==> src/rtl/bcd_ctrl_pkg.sv <==
// Shared encodings and constants for the BCD counter-chain sequencing controller.
package bcd_ctrl_pkg;

    localparam int unsigned DW = 4;

    localparam logic [DW-1:0] BCD_MAX = 4'd9;
    localparam logic [DW-1:0] BCD_MIN = 4'd0;

    typedef enum logic [1:0] {
        ST_IDLE   = 2'd0,
        ST_RUN    = 2'd1,
        ST_PAUSED = 2'd2,
        ST_DONE   = 2'd3
    } state_t;

    function automatic logic bcd_ok(input logic [DW-1:0] nib);
        return nib <= BCD_MAX;
    endfunction

endpackage

==> src/rtl/bcd_count_ctrl_tick_gen.sv <==
// Step prescaler: counts 0..TICK_DIV-1 while run is high and flags the last count.
module tick_gen #(
    parameter int unsigned TICK_DIV = 2
) (
    input  logic clk,
    input  logic reset,
    input  logic run,
    input  logic clr,
    output logic tick
);

    localparam int unsigned CW = (TICK_DIV > 2) ? $clog2(TICK_DIV) : 1;
    localparam logic [CW-1:0] LAST = CW'(TICK_DIV - 1);

    logic [CW-1:0] cnt;

    // Holding while run is low is what lets a pause resume mid-interval.
    always_ff @(posedge clk or posedge reset) begin
        if (reset) begin
            cnt <= '0;
        end else if (clr) begin
            cnt <= '0;
        end else if (run) begin
            if (cnt == LAST) begin
                cnt <= '0;
            end else begin
                cnt <= cnt + CW'(1);
            end
        end
    end

    assign tick = run & (cnt == LAST);

endmodule

==> src/rtl/bcd_count_ctrl.sv <==
// Sequencing controller for a chain of single-digit BCD counters: latches a
// direction and target, strobes the chain with ripple enables, stops on match.
module bcd_count_ctrl
    import bcd_ctrl_pkg::*;
#(
    parameter int unsigned DIGITS   = 2,
    parameter int unsigned TICK_DIV = 2
) (
    input  logic                 clk,
    input  logic                 reset,
    input  logic                 start,
    input  logic                 pause,
    input  logic                 clear,
    input  logic                 dir,
    input  logic [4*DIGITS-1:0]  target,
    input  logic [4*DIGITS-1:0]  digits_in,
    output logic [DIGITS-1:0]    up_out,
    output logic [DIGITS-1:0]    down_out,
    output logic                 ctr_clr,
    output logic                 busy,
    output logic                 done,
    output logic                 err,
    output logic [1:0]           state
);

    localparam int unsigned TW = DW * DIGITS;

    state_t          st;
    logic            dir_l;
    logic [TW-1:0]   tgt_l;

    logic            tick;
    logic            run;
    logic            start_ok;
    logic            tgt_bad;
    logic [DIGITS-1:0] all9;
    logic [DIGITS-1:0] all0;

    always_comb begin
        tgt_bad = 1'b0;
        for (int unsigned i = 0; i < DIGITS; i++) begin
            if (!bcd_ok(target[i*DW +: DW])) begin
                tgt_bad = 1'b1;
            end
        end
    end

    // Digit i steps only when every lower digit is about to wrap.
    always_comb begin
        all9 = '0;
        all0 = '0;
        all9[0] = 1'b1;
        all0[0] = 1'b1;
        for (int unsigned i = 1; i < DIGITS; i++) begin
            all9[i] = all9[i-1] & (digits_in[(i-1)*DW +: DW] == BCD_MAX);
            all0[i] = all0[i-1] & (digits_in[(i-1)*DW +: DW] == BCD_MIN);
        end
    end

    assign start_ok = start & ~clear & ~pause & ~tgt_bad &
                      ((st == ST_IDLE) | (st == ST_DONE));
    assign run      = (st == ST_RUN) & ~clear & ~pause;

    tick_gen #(
        .TICK_DIV (TICK_DIV)
    ) u_tick (
        .clk   (clk),
        .reset (reset),
        .run   (run),
        .clr   (clear | start_ok),
        .tick  (tick)
    );

    always_ff @(posedge clk or posedge reset) begin
        if (reset) begin
            st       <= ST_IDLE;
            dir_l    <= 1'b0;
            tgt_l    <= '0;
            up_out   <= '0;
            down_out <= '0;
            ctr_clr  <= 1'b0;
            busy     <= 1'b0;
            done     <= 1'b0;
            err      <= 1'b0;
        end else begin
            up_out   <= '0;
            down_out <= '0;
            ctr_clr  <= 1'b0;
            done     <= 1'b0;
            err      <= 1'b0;
            if (clear) begin
                ctr_clr <= 1'b1;
                st      <= ST_IDLE;
                busy    <= 1'b0;
            end else if (pause) begin
                if (st == ST_RUN) begin
                    st <= ST_PAUSED;
                end
            end else begin
                unique case (st)
                    ST_IDLE, ST_DONE: begin
                        if (start) begin
                            if (tgt_bad) begin
                                err <= 1'b1;
                            end else begin
                                dir_l <= dir;
                                tgt_l <= target;
                                st    <= ST_RUN;
                                busy  <= 1'b1;
                            end
                        end
                    end
                    ST_PAUSED: begin
                        if (start) begin
                            st <= ST_RUN;
                        end
                    end
                    ST_RUN: begin
                        if (tick) begin
                            if (digits_in == tgt_l) begin
                                done <= 1'b1;
                                st   <= ST_DONE;
                                busy <= 1'b0;
                            end else if (dir_l) begin
                                up_out <= all9;
                            end else begin
                                down_out <= all0;
                            end
                        end
                    end
                    default: st <= ST_IDLE;
                endcase
            end
        end
    end

    assign state = st;

endmodule

==> config.mk <==
export PLATFORM = sky130hd
export DESIGN_NAME = bcd_count_ctrl
export DESIGN_NICKNAME = d
export VERILOG_FILES = /design/src/rtl/bcd_ctrl_pkg.sv /design/src/rtl/bcd_count_ctrl_tick_gen.sv /design/src/rtl/bcd_count_ctrl.sv
export SDC_FILE = /design/constraint.sdc
export NUM_CORES = 1
export LEC_CHECK = 0
export BUFFER_PORTS_ARGS = -buffer_cell sky130_fd_sc_hd__buf_2
export CORE_UTILIZATION = 44
export CTS_CLUSTER_SIZE = 12
export DETAILED_ROUTE_END_ITERATION = 8
export GPL_TIMING_DRIVEN = 0
export PLACE_DENSITY = 0.72
export SLEW_MARGIN = 20
export SYNTH_ARGS = -nofsm -noshare
export SYNTH_HDL_FRONTEND = slang
export SYNTH_HIERARCHICAL = 1
export SYNTH_SLANG_ARGS = --single-unit
==> constraint.sdc <==
create_clock -name clk -period 1.6 [get_ports clk]
set_input_delay 0.32 -clock clk [delete_from_list [all_inputs] [get_ports clk]]
set_output_delay 0.32 -clock clk [all_outputs]
set_load 0.005 [all_outputs]
### Yosys cells after proc, flatten, opt, wreduce, memory -nomap -nowiden

Index checks and enable logic that the tools add are counted.

| word-level totals | value |
|---|---|
| bits of input ports | 22 |
| output and inout bits | 10 |
| bits in registers | 20 |

| cells by class | value |
|---|---|
| add/subtract/negate cells | 1 |
| bitwise logic cells | 12 |
| mux-type cells | 44 |
| equal/unequal tests | 16 |
| reductions and logical operators | 8 |
| $lt $le $gt $ge | 2 |

Operators by type and width:

| operator | number |
|---|---|
| 2-bit 2-to-1 mux | 20 |
| 1-bit 2-to-1 mux | 22 |
| 4-bit != test (second input constant) | 4 |
| 6-bit AND reduction | 2 |
| 3-bit != test (second input constant) | 3 |
| 8-bit equality test | 1 |
| 4-bit less-or-equal comparator (second input constant) | 2 |
| 1-bit AND | 7 |
| 2-bit case mux with 3 select lines | 1 |
| 5-bit AND reduction | 1 |
| 2-bit equality test (second input constant) | 2 |
| 4-bit equality test (second input constant) | 1 |
| 4-bit logical NOT | 1 |
| 4-bit by 3-bit != test with 1-bit output (second input constant) | 1 |
| 3-bit by 1-bit != test with 1-bit output (second input constant) | 1 |
| 3-bit by 2-bit != test with 1-bit output (second input constant) | 1 |
| 1-bit inverter | 3 |
| 3-bit nonzero test | 1 |
| 2-bit by 1-bit equality test with 1-bit output (second input constant) | 1 |
| 2-bit logical NOT | 1 |
| 2-bit by 1-bit != test with 1-bit output (second input constant) | 1 |
| 1-bit bitwise OR | 2 |
| 1-bit case mux with 2 select lines | 1 |
| 2-bit nonzero test | 1 |
| 2 further kinds | 2 |

### Logic depth before layout (Yosys ltp)

| logic depth | value |
|---|---|
| word-level depth | 8 |
| depth in mapped cells | 7 |
| mapped depth without buffers | 7 |

### Hierarchy

Netlist, hierarchy kept.

By module, submodules not included:

| module | times used | area each (um^2) | cells each | sequential area each (um^2) |
|---|---|---|---|---|
| bcd_count_ctrl | 1 | 935.9 | 79 | 475.5 |
| tick_gen | 1 | 48.8 | 5 | 25.0 |

### Least setup slack after synthesis

Ideal clock, no wire load.

| timing path | value |
|---|---|
| kind | reg-to-reg |
| start point | register st[1] (netlist: state[1]) |
| end point | register down_out[1] |
| period minus slack after synthesis | 1.764 ns |
| cell stages (with the launch flop) | 8 |
| data arrival time | 1.668 ns |
| setup time | 0.096 ns |
| setup slack | -0.164 ns |
| path buffers | 0 |
| required time | 1.504 ns |
| cell sequence | dfrtp_1 -> inv_1 -> ha_1 -> and2_1 -> and2_2 -> nand2_1 -> or4_4 -> nor4_2 |

| between the ends | value |
|---|---|
| cells in the longest elaborated chain, start to end | 8 |

RTL lines:

| item | RTL line | source |
|---|---|---|
| start: declaration | bcd_count_ctrl.sv:28 | `state_t st;` |
| start signal: assignment | bcd_count_ctrl.sv:76 | `st <= ST_IDLE;` |
| start signal: assignment | bcd_count_ctrl.sv:93 | `st <= ST_IDLE;` |
| start signal: assignment | bcd_count_ctrl.sv:97 | `st <= ST_PAUSED;` |
| 2-bit by 1-bit equality test with 1-bit output | bcd_count_ctrl.sv:62 | `assign run = (st == ST_RUN) & ~clear & ~pause;` |
| 1-bit AND (2 in series) | bcd_count_ctrl.sv:62 |  |
| net run | bcd_count_ctrl.sv:33 | `logic run;` |
| 1-bit AND | bcd_count_ctrl_tick_gen.sv:32 | `assign tick = run & (cnt == LAST);` |
| net tick | bcd_count_ctrl.sv:32 | `logic tick;` |
| 2-bit 2-to-1 mux | bcd_count_ctrl.sv:119 | `if (tick) begin` |
| 2-bit 2-to-1 mux | bcd_count_ctrl.sv:100 | `unique case (st)` |
| 2-bit 2-to-1 mux | bcd_count_ctrl.sv:95 | `end else if (pause) begin` |
| 2-bit 2-to-1 mux | bcd_count_ctrl.sv:91 | `if (clear) begin` |
| end signal: assignment | bcd_count_ctrl.sv:127 | `down_out <= all0;` |
| end: declaration | bcd_count_ctrl.sv:18 | `output logic [DIGITS-1:0] down_out,` |

The timed path passes the listed nets, and every way through them passes these cells.
A chain may end at the register's enable or synchronous reset.

### Worst setup path in the final report

| timing path | value |
|---|---|
| start point | register st[0] (netlist: state[0]) |
| end point | register st[0] (netlist: state[0]) |

| between the ends | value |
|---|---|
| cells in the longest elaborated chain, start to end | 6 |
| elaborated cells between the ends (all ways) | 18 |

RTL lines:

| item | RTL line |
|---|---|
| 2-bit by 1-bit equality test with 1-bit output | bcd_count_ctrl.sv:62, bcd_count_ctrl.sv:96, bcd_count_ctrl.sv:100 |
| 1-bit AND (2 in series) | bcd_count_ctrl.sv:62 |
| 1-bit AND | bcd_count_ctrl_tick_gen.sv:32 |
| 4-bit != test (no source line) | n/a |
| 6-bit AND reduction (no source line) | n/a |

Parallel ways exist; a longest one is shown, timed or not.

==> results.md <==
* Setup CP Type: flip-flop to flip-flop
* Setup slack of the critical path after layout at -0.1472 ns
* Post-placement cell area at between 0.001 and 0.0015 mm2
* Startpoint type of the worst setup path: flip-flop
* Total count of hold-check failures in the final report at 0
* Area Overhead vs Synth at 39.26%
* Worst setup endpoint: state[0]$_DFFE_PP0P_
* Area of all placed cells without fillers at roughly 0.0014 mm2
* Global-route wire length before repair at 3.353 mm
* End of the worst register-to-register path: state[0]$_DFFE_PP0P_
* Starting DRT DRC Count at 19
* Final antenna diode count at 0
* Routed wire length per instance at 13.97 um
* Worst setup path start: state[0]$_DFFE_PP0P_
* Worst setup slack after placement at -0.1427 ns
* Root Buffer: sky130_fd_sc_hd__clkbuf_4
* Count of max-cap constraint violations at 0
* Area of the mapped netlist at approximately 1000 um2
* Routing usage on met1 at 19.52%
* Number of synthesized register bits at 20
* Instance count of the mapped netlist at 84
* DRT Wirelength at around 2.2 mm
* H-tree depth at 1
* Number of synthesis warnings at 6
* Internal reg-to-reg setup slack at -0.15 ns
* Antenna violations before repair at 0
* DRC violation count after routing at 0
* Fraction of final layout cells sized beyond drive strength 1 at 53.85%
* Worst-path clk slew at around 0.11 ns
* Synth Area per Inst at 11.72 um2
* DPL Wire Length at 1.404 mm
* Total of endpoints with negative setup slack in the final report at 7
* I/O pin count at 32
* Total count of max-transition violations in the final report at 0
* Number of antenna-violating nets in the routed design at 0
* Hold Path Origin: clear
* Largest driver fanout on the critical path at 3
* Pre-antenna DRT Iters at 4
* Area taken by multi-input logic gates at 523.0 um2
* Largest stage delay, worst path at between 0.4 and 0.5 ns
* Crit-path leading delay family: compound AO/OA/AOI/OAI gates
* Core region area at between 0.002 and 0.0025 mm2
* Worst path arrival time at 1.94 ns
* GRT Residual Overflow at 0
* Worst-case headroom to the max-slew limit at approximately 55%
* Worst path buffer plus inverter count at 1
* Vias/cell at 5.140
* CP cell instances: ha_4, buf_4, nor3b_1, a311oi_1, o21ai_1, a21oi_1, o22a_1
* Pin count of the biggest net entering global routing at 20
* Worst Setup End Kind: flip-flop
* Vias in the first global route at 789
* Leading cell types by total area after synthesis: sky130_fd_sc_hd__dfrtp_1 51%, sky130_fd_sc_hd__mux2_2 10%, sky130_fd_sc_hd__xor2_1 7.1%
* Worst-margin pin slew at 0.6713 ns
* Static power due to leakage at ~0.69 nW
* Cells on worst reg2reg path at 7
* Power per standard cell area at 1324 mW/mm2
* Proportion of netlist area held by the largest area contributor at 50.83%
* Number of stages on the worst setup path at 7
* Biggest area consumer among synthesized cells: sky130_fd_sc_hd__dfrtp_1
* Critical path data required time at 1.79 ns
* Crit-path slowest cell: sky130_fd_sc_hd__dfrtp_1
* DR vias at 807
* Initial core utilization at 48.22%
* Port Buffers at 31
* Number of buffers added by the clock tree synthesis step at 3
* Width of the die at 49.31 um
* GR Util met3 at 3.427%
* Count of unique library cells instantiated by Yosys at 33
* Count of fill cells added during filler insertion at 164
* Worst r2r src: state[0]$_DFFE_PP0P_
* Net count of the finished layout at 155
* Register Area at 500.5 um2
* Sequential element share of the synthesized area at 50.83%
* Worst vdd ir at 0.0009538 V
* Routability congestion estimate at 0.7191
* Met2 usage at 34.70%
* Clock tree skew after final layout at 0.003090 ns
* Setup repair after global routing missed its margin: true
* Ratio of final minimum period to clock period at 109.2%
* Overall die area at 0.002431 mm2
* Failing checks: negative setup slack
* Global-route usage over all layers at 18.85%
* Type of the worst min-delay path: input pin to flip-flop
* Count of standard-cell rows at 16
* Crit path time final at 1.747 ns
* Fmax achieved at 572.3 MHz
* Clock latency on the worst-skew pair at 0.29 ns
* Most crowded layer after global routing: met2
* Net Count, Synth at 108
* Status: finished with violations
* Count of clock tree sinks at 20
* Maximum clock path buffer count at 2
* Height of the die at 49.31 um
* CTS tree: yes
repair_timing:
action / in CTS / in global routing
endpoints found under the hold margin: 1 / 0
pin swaps: 1 / 1
gates cloned: 0 / 1
setup buffers: 6 / 3
gates resized for setup: 8 / 7
setup endpoints to repair: 13 / 13
hold buffers: 1 / 0
cells in the final DEF, fill, tap and decap left out, types with 2 or more instances in the layout:
cell and instances:
sky130_fd_sc_hd__dfrtp_1 20, sky130_fd_sc_hd__nor4b_1 2, sky130_fd_sc_hd__xor2_1 8, sky130_fd_sc_hd__inv_1 6, sky130_fd_sc_hd__nand3_1 2, sky130_fd_sc_hd__buf_4 10
sky130_fd_sc_hd__and2_4 3, sky130_fd_sc_hd__clkbuf_4 3, sky130_fd_sc_hd__buf_2 31, sky130_fd_sc_hd__a21oi_1 2, sky130_fd_sc_hd__nor2_4 2, sky130_fd_sc_hd__o21ai_0 2
sky130_fd_sc_hd__ha_4 2, sky130_fd_sc_hd__nor3b_1 2, sky130_fd_sc_hd__nor4_2 2, sky130_fd_sc_hd__mux2_2 9
layer usage:
layer	up-vias	wire length, um
li1	391	-
met1	378	814
met2	30	1195
met3	8	105
met4	0	77
met5	-	0
flip-flops by register name (all words and copies together) (netlist names):
register / count
err: 1
u_tick/cnt: 1
ctr_clr: 1
dir_l: 1
busy: 1
down_out: 2
done: 1
up_out: 2
state: 2
tgt_l: 8
synthesized netlist by cell type:
cell / count
sky130_fd_sc_hd__a31oi_1: 1
sky130_fd_sc_hd__nor4_2: 1
sky130_fd_sc_hd__mux2_2: 9
sky130_fd_sc_hd__or4_4: 1
sky130_fd_sc_hd__dfrtp_1: 20
sky130_fd_sc_hd__o21ai_0: 3
sky130_fd_sc_hd__nor3_1: 1
sky130_fd_sc_hd__xnor2_1: 1
sky130_fd_sc_hd__o21bai_1: 1
sky130_fd_sc_hd__inv_1: 7
sky130_fd_sc_hd__a21oi_1: 2
sky130_fd_sc_hd__nand3_1: 2
sky130_fd_sc_hd__nand2_1: 2
sky130_fd_sc_hd__a311oi_1: 1
sky130_fd_sc_hd__ha_1: 2
sky130_fd_sc_hd__o32ai_1: 1
sky130_fd_sc_hd__nor3b_1: 2
sky130_fd_sc_hd__and3_2: 1
sky130_fd_sc_hd__mux2i_1: 1
sky130_fd_sc_hd__nor2b_1: 1
sky130_fd_sc_hd__nor4b_1: 2
sky130_fd_sc_hd__o22a_1: 1
sky130_fd_sc_hd__nor4_1: 2
sky130_fd_sc_hd__nor2_1: 2
sky130_fd_sc_hd__nand4_1: 1
sky130_fd_sc_hd__and2_2: 1
sky130_fd_sc_hd__and2_4: 1
sky130_fd_sc_hd__buf_2: 1
sky130_fd_sc_hd__and2_1: 2
sky130_fd_sc_hd__nor2_4: 1
sky130_fd_sc_hd__nand2b_1: 1
sky130_fd_sc_hd__xor2_1: 8
sky130_fd_sc_hd__a211oi_1: 1
how the worst min path moves through the flow:
stage / slack (ns) / cells after the start / endpoint
after global placement: 0.16 / 2 / u_tick/cnt$_DFFE_PP0P_
final: 0.21 / 1 / ctr_clr$_DFF_PP0_
after detailed placement: 0.17 / 2 / u_tick/cnt$_DFFE_PP0P_
after CTS: 0.21 / 1 / ctr_clr$_DFF_PP0_
after floorplan: 0.05 / 1 / u_tick/cnt$_DFFE_PP0P_
after global routing: 0.20 / 1 / ctr_clr$_DFF_PP0_
report_power, final:
group	switching (mW)	leakage, nW	internal (mW)	total [mW]
Combinational	0.342	0.410	0.412	0.754
Sequential	0.120	0.259	0.654	0.775
Clock	0.148	0.0210	0.139	0.287
stage by stage:
| stage | utilization [%] | TNS (ns) | power [mW] | hold slack, ns | cells |
|---|---|---|---|---|---|
| after global placement | 58.21 | -1.077 | 1.307 | 0.1637 | 142 |
| after CTS | 64.46 | -0.02526 | 1.778 | 0.2103 | 153 |
| final | 67.16 | -0.3647 | 1.815 | 0.2139 | 157 |
| after floorplan | - | -0.01848 | 1.183 | 0.04871 | 84 |
| after global routing | 67.16 | -1.065 | 1.934 | 0.1970 | 157 |
| after detailed placement | 58.21 | -1.393 | 1.345 | 0.1661 | 142 |
logic make-up after synthesis:
family | share of synthesized area, %
multiplexers | 11.31
AO/OA/AOI/OAI | 7.371
XOR/XNOR | 8.006
buffers and inverters | 3.177
adder cells (fa/ha/maj) | 2.541
flip-flops | 50.83
AND/OR/NAND/NOR | 16.77
cell type report:
| cell class | count | share of cell area (%) |
|---|---|---|
| multi-input cells | 56 | 38.14 |
| flip-flops and latches | 20 | 36.50 |
| repair buffers | 42 | 17.52 |
| clock buffers | 4 | 2.646 |
| well taps | 27 | 2.463 |
| inverters | 7 | 1.916 |
| plain buffers | 1 | 0.8212 |
Power figures use the tool's default switching activity.
